--- config.mk ---
export PLATFORM = sky130hd
export DESIGN_NAME = conv_encoder
export DESIGN_NICKNAME = d
export VERILOG_FILES = /design/src/rtl/conv_encoder.sv
export SDC_FILE = /design/constraint.sdc
export NUM_CORES = 1
export LEC_CHECK = 0
export ABC_AREA = 1
export BUFFER_PORTS_ARGS = -buffer_cell sky130_fd_sc_hd__buf_2
export CAP_MARGIN = 20
export CORE_MARGIN = 2
export CORE_UTILIZATION = 45
export DETAILED_ROUTE_END_ITERATION = 10
export HOLD_SLACK_MARGIN = 0.1
export PLACE_DENSITY_LB_ADDON = 0.12
export SETUP_SLACK_MARGIN = 0.05
export SLEW_MARGIN = 20
export SYNTH_ARGS = -nofsm -noshare
export SYNTH_HDL_FRONTEND = slang
export SYNTH_SLANG_ARGS = --single-unit
export TNS_END_PERCENT = 5
--- constraint.sdc ---
create_clock -name clk -period 1.3 [get_ports clk]
set_input_delay 0.13 -clock clk [delete_from_list [all_inputs] [get_ports clk]]
set_output_delay 0.13 -clock clk [all_outputs]
set_load 0.1 [all_outputs]
--- src/rtl/conv_encoder.sv ---
`default_nettype none
// ============================================================================
// Module      : conv_encoder
// Description : Rate-1/2, K=4 (8-state) convolutional encoder with a
//               valid/ready stream interface and 3-symbol zero tail per frame.
//               Generators g0=1111 -> d_out[1], g1=1101 -> d_out[0].
//               Shift register sr: sr[2] newest bit, sr[0] oldest.
//
// Parameters  : FRAME_LEN   information bits per frame (4..1024), no tail
//
// Ports       : clk          rising-edge clock
//               rst          synchronous active-high reset (beats enable)
//               enable       0 forces IDLE and clears the block next cycle
//               in_valid     in_bit is valid
//               in_bit       information bit
//               in_ready     encoder takes in_bit this cycle
//               out_valid    d_out holds a valid symbol
//               out_ready    sink consumes the symbol this cycle
//               d_out        code symbol {g0, g1}
//               frame_first  d_out is the first symbol of a frame
//               frame_last   d_out is the last tail symbol of a frame
//               err_en       (CONV_ENC_ERR_INJECT_EN only) corrupt this symbol
//               err_mask     (CONV_ENC_ERR_INJECT_EN only) XOR mask for d_out
//
// Options     : define CONV_ENC_ERR_INJECT_EN to add the error-injection
//               ports; the mask touches only the loaded symbol, never sr.
//
// Revision    : 1.0  initial release
// ============================================================================
module conv_encoder #(
  parameter int FRAME_LEN = 1024
) (
  input  logic       clk,
  input  logic       rst,
  input  logic       enable,
  input  logic       in_valid,
  input  logic       in_bit,
  output logic       in_ready,
  output logic       out_valid,
  input  logic       out_ready,
  output logic [1:0] d_out,
  output logic       frame_first,
  output logic       frame_last
`ifdef CONV_ENC_ERR_INJECT_EN
  ,
  input  logic       err_en,
  input  logic [1:0] err_mask
`endif
);

  localparam logic [9:0] c_last_bit  = 10'(FRAME_LEN - 1);
  localparam logic [1:0] c_last_tail = 2'd2;

  typedef enum logic [1:0] {
    S_IDLE = 2'd0,
    S_DATA = 2'd1,
    S_TAIL = 2'd2
  } state_t;

  state_t     r_state;
  state_t     w_next_state;

  logic [2:0] r_sr;
  logic [9:0] r_bit_cnt;
  logic [1:0] r_tail_cnt;
  logic       r_out_valid;
  logic [1:0] r_d_out;
  logic       r_frame_first;
  logic       r_frame_last;

  logic       w_slot_free;
  logic       w_in_ready;
  logic       w_accept;
  logic       w_tail_gen;
  logic       w_gen;
  logic       w_u;
  logic [1:0] w_sym;
  logic [1:0] w_load;

  // --------------------------------------------------------------------------
  // FSM state register
  // --------------------------------------------------------------------------
  always_ff @(posedge clk) begin
    if (rst) begin
      r_state <= S_IDLE;
    end else begin
      r_state <= w_next_state;
    end
  end

  // --------------------------------------------------------------------------
  // FSM next state and handshake decode
  // --------------------------------------------------------------------------
  always_comb begin
    w_next_state = r_state;
    w_in_ready   = 1'b0;
    w_accept     = 1'b0;
    w_tail_gen   = 1'b0;
    // The output register can take a new symbol when empty or being drained.
    w_slot_free  = !r_out_valid || out_ready;

    case (r_state)
      S_IDLE: begin
        w_next_state = S_DATA;
      end
      S_DATA: begin
        w_in_ready = w_slot_free;
        w_accept   = in_valid && w_slot_free;
        if (w_accept && (r_bit_cnt == c_last_bit)) begin
          w_next_state = S_TAIL;
        end
      end
      S_TAIL: begin
        w_tail_gen = w_slot_free;
        if (w_tail_gen && (r_tail_cnt == c_last_tail)) begin
          w_next_state = S_DATA;
        end
      end
      default: begin
        w_next_state = S_IDLE;
      end
    endcase

    if (!enable) begin
      w_next_state = S_IDLE;
    end
  end

  // --------------------------------------------------------------------------
  // Symbol computation. Tail symbols flush the register with u=0.
  // --------------------------------------------------------------------------
  always_comb begin
    w_gen = w_accept || w_tail_gen;
    w_u   = w_accept && in_bit;
    w_sym = {w_u ^ r_sr[2] ^ r_sr[1] ^ r_sr[0],
             w_u ^ r_sr[2] ^ r_sr[0]};
`ifdef CONV_ENC_ERR_INJECT_EN
    w_load = err_en ? (w_sym ^ err_mask) : w_sym;
`else
    w_load = w_sym;
`endif
  end

  // --------------------------------------------------------------------------
  // Datapath: shift register, counters and output register
  // --------------------------------------------------------------------------
  always_ff @(posedge clk) begin
    if (rst || !enable) begin
      r_sr          <= 3'b000;
      r_bit_cnt     <= 10'd0;
      r_tail_cnt    <= 2'd0;
      r_out_valid   <= 1'b0;
      r_d_out       <= 2'b00;
      r_frame_first <= 1'b0;
      r_frame_last  <= 1'b0;
    end else begin
      if (w_gen) begin
        r_sr          <= {w_u, r_sr[2:1]};
        r_d_out       <= w_load;
        r_out_valid   <= 1'b1;
        r_frame_first <= w_accept && (r_bit_cnt == 10'd0);
        r_frame_last  <= w_tail_gen && (r_tail_cnt == c_last_tail);
      end else if (r_out_valid && out_ready) begin
        r_out_valid   <= 1'b0;
        r_frame_first <= 1'b0;
        r_frame_last  <= 1'b0;
      end

      if (w_accept) begin
        r_bit_cnt <= (r_bit_cnt == c_last_bit) ? 10'd0 : r_bit_cnt + 10'd1;
      end

      if (w_tail_gen) begin
        if (r_tail_cnt == c_last_tail) begin
          r_tail_cnt <= 2'd0;
          // Three zero shifts already flush sr; forcing it keeps the next
          // frame start explicit.
          r_sr       <= 3'b000;
        end else begin
          r_tail_cnt <= r_tail_cnt + 2'd1;
        end
      end
    end
  end

  assign in_ready    = w_in_ready;
  assign out_valid   = r_out_valid;
  assign d_out       = r_d_out;
  assign frame_first = r_frame_first;
  assign frame_last  = r_frame_last;

endmodule
`default_nettype wire

==> metrics.txt <==
CP endpoint kind output port; critical path fanouts, max 2; via count 1,027; Crit path arrival time 1.21 ns; CTS root buf clkbuf_4; CTS tree done; routed length per placed instance 11.99 um; Post-Layout Cell Count 200; Post-synth top cells 27 x nand2_1, 23 x inv_1, 22 x dfxtp_1; Clock Path Buffers 2; number of global-route vias before repair 932; RSZ-0062 raised after global routing true; EDFF count, synth 0; # DRC 0; TritonCTS Sinks 22; largest area contributor in the netlist dfxtp_1; NumNets Final 181; Post-synth top flop dfxtp_1; count leader, synth nand2_1; failing checks setup timing; Post-Syn Instances 146; total gr overflow 0; number of port buffers 11; HP Class in -> reg; Hold Fails Final Rpt 0; status finished with violations; Die Wd 53.19 um; WHS 0.1371 ns; post-synthesis sequential area ratio 0.4046; H-tree lvl count 1; CTS Hold Bufs 0; Hold Path Origin out_ready; core area 2255 sq um; Synth area leaders dfxtp_1 40%, nand2_1 9.3%, inv_1 7.9%; Crit. Startpoint r_state[1]$_SDFFE_PP0P_; Leak 0.0005919 uW; largest net degree at the start of global routing 14; Die Height 53.19 um; CTS buffer count 3; Final min period 1.337 ns; GRT Total Usage 0.1910; Setup WS post-layout -0.03726 ns; asr flop ratio synth 0; total power 1288 uW; Ys Warns 0; DRT iter0 DRCs 18; first-pass GRT wire length 3891 um; Slew @ Worst Pin 0.4832 ns; die area 2829 sq um; #FFs+latches synth 22; register clock-pin slew on the reported worst setup and hold paths 0.13 ns; top-area cell type share of the netlist area 0.4046; share of cells above drive strength 1 0.3198; Clk Latency, worst-skew pair 0.32 ns; row cnt 17; Setup TNS -0.03726 ns; pwr/cell area 920.6 nW/um^2; Crit Path Category reg -> out; Routability Congestion 0.7870; Mapped Nets 154; ant diodes 0; CP peak stage delay 0.35 ns; # setup viols final 1; max_cap viols 0; num ports 12; antenna violations before repair 0; R2R Path Start r_state[1]$_SDFFE_PP0P_; TritonRoute pass-1 iters 4; Max Slew Vio Count 0; clk_skew 0.006838 ns; Post-DP HPWL 1758 um; Worst Path Required 1.17 ns; Post-Syn Area 1089 sq um; Mean Syn Cell Area 7.456 sq um; Area Growth Syn to Fin 28.51%; Detail Route Antenna Nets 0; Worst slew margin 0.6801; placed cell count 195; fin crit share 1.029; cell chain of the critical path clkinv_2 > nand2_4 > nor2_4 > buf_6 > buf_12; initial core utilization 0.4828; fmax 747.8 MHz; VDD IR max 0.0007127 V; Synth cell types 28; critical path launch point type register; Slowest-stage cell, CP dfxtp_2; DR vias/cell 5.135; drt total wl 2397 um
worst max-delay path, delay by kind of cell (launching register included):
family / cells / cell delay [ns]
AND/OR/NAND/NOR: 2 / 0.21
flip-flops: 1 / 0.35
buffers and inverters: 3 / 0.34
worst paths after layout:
kind                                                   to  slack [ns]  depth (start not counted)
worst min-delay path              frame_last$_SDFFE_PP0P_        0.14                          4
worst max-delay path                             in_ready       -0.04                          5
worst max register to register  r_bit_cnt[9]$_SDFFE_PP0N_        0.01                          9
worst min register to register    frame_last$_SDFFE_PP0P_        0.47                          2
cell families (layout without fill, tap and decap cells):
family	count (synthesis)	in the layout	share of synthesized area
AO/OA/AOI/OAI	22	22	0.1276
XOR/XNOR	2	2	0.01609
flip-flops	22	22	0.4046
adder cells (fa/ha/maj)	2	2	0.02298
AND/OR/NAND/NOR	74	74	0.3460
buffers and inverters	24	50	0.08275
state kept, by name (all words and copies together), names as in the netlist:
register,count
frame_last,1
r_tail_cnt,2
r_sr,3
r_bit_cnt,10
d_out,2
frame_first,1
r_state,2
out_valid,1
stage by stage:
step,setup slack (ns),util,instance area (sq um)
detailed placement,-0.03530,0.5644,1272
finish,-0.03726,0.6204,1399
CTS,-0.04143,0.5977,1348
global placement,0.01552,0.5644,1272
global route,-0.09639,0.6204,1399
floorplan,-0.4941,-,1092
cell type report:
type                    count  area, sq um
inverters                  24        91.34
fillers                   237        855.8
well taps                  28        35.03
clock buffers               4        47.55
multi-input cells         100        609.3
flip-flops and latches     22        449.2
repair buffers             22        166.4
cells in the final DEF (no fill, tap or decap), types with 6 or more instances in the layout:
cell       n
buf_4     10
nand2_1   24
nor2_1    14
inv_1     22
dfxtp_1   17
buf_2      6
a21oi_1   10
nand3_1    7
clkbuf_4   7
routing by layer:
layer / vias to the layer above / global-route usage / routed length, um
met1: 474 / 0.2344 / 1116
met4: 0 / 0.07692 / 38
met2: 18 / 0.3333 / 1163
li1: 529 / - / -
met5: - / 0 / 0
met3: 6 / 0.02542 / 78
where the power goes:
| group | internal, uW | switching (uW) | total [uW] |
|---|---|---|---|
| registers | 680 | 6.59 | 687 |
| clock network | 235 | 221 | 456 |
| logic | 51.2 | 94.2 | 145 |
| total | 966 | 321 | 1290 |
repair_timing:
item,in CTS,in global routing
setup buffers,1,0
pin swaps,6,8
endpoints found under the setup margin,10,23
resized for setup,9,13
Note: power is estimated with default switching activity, not from simulation.
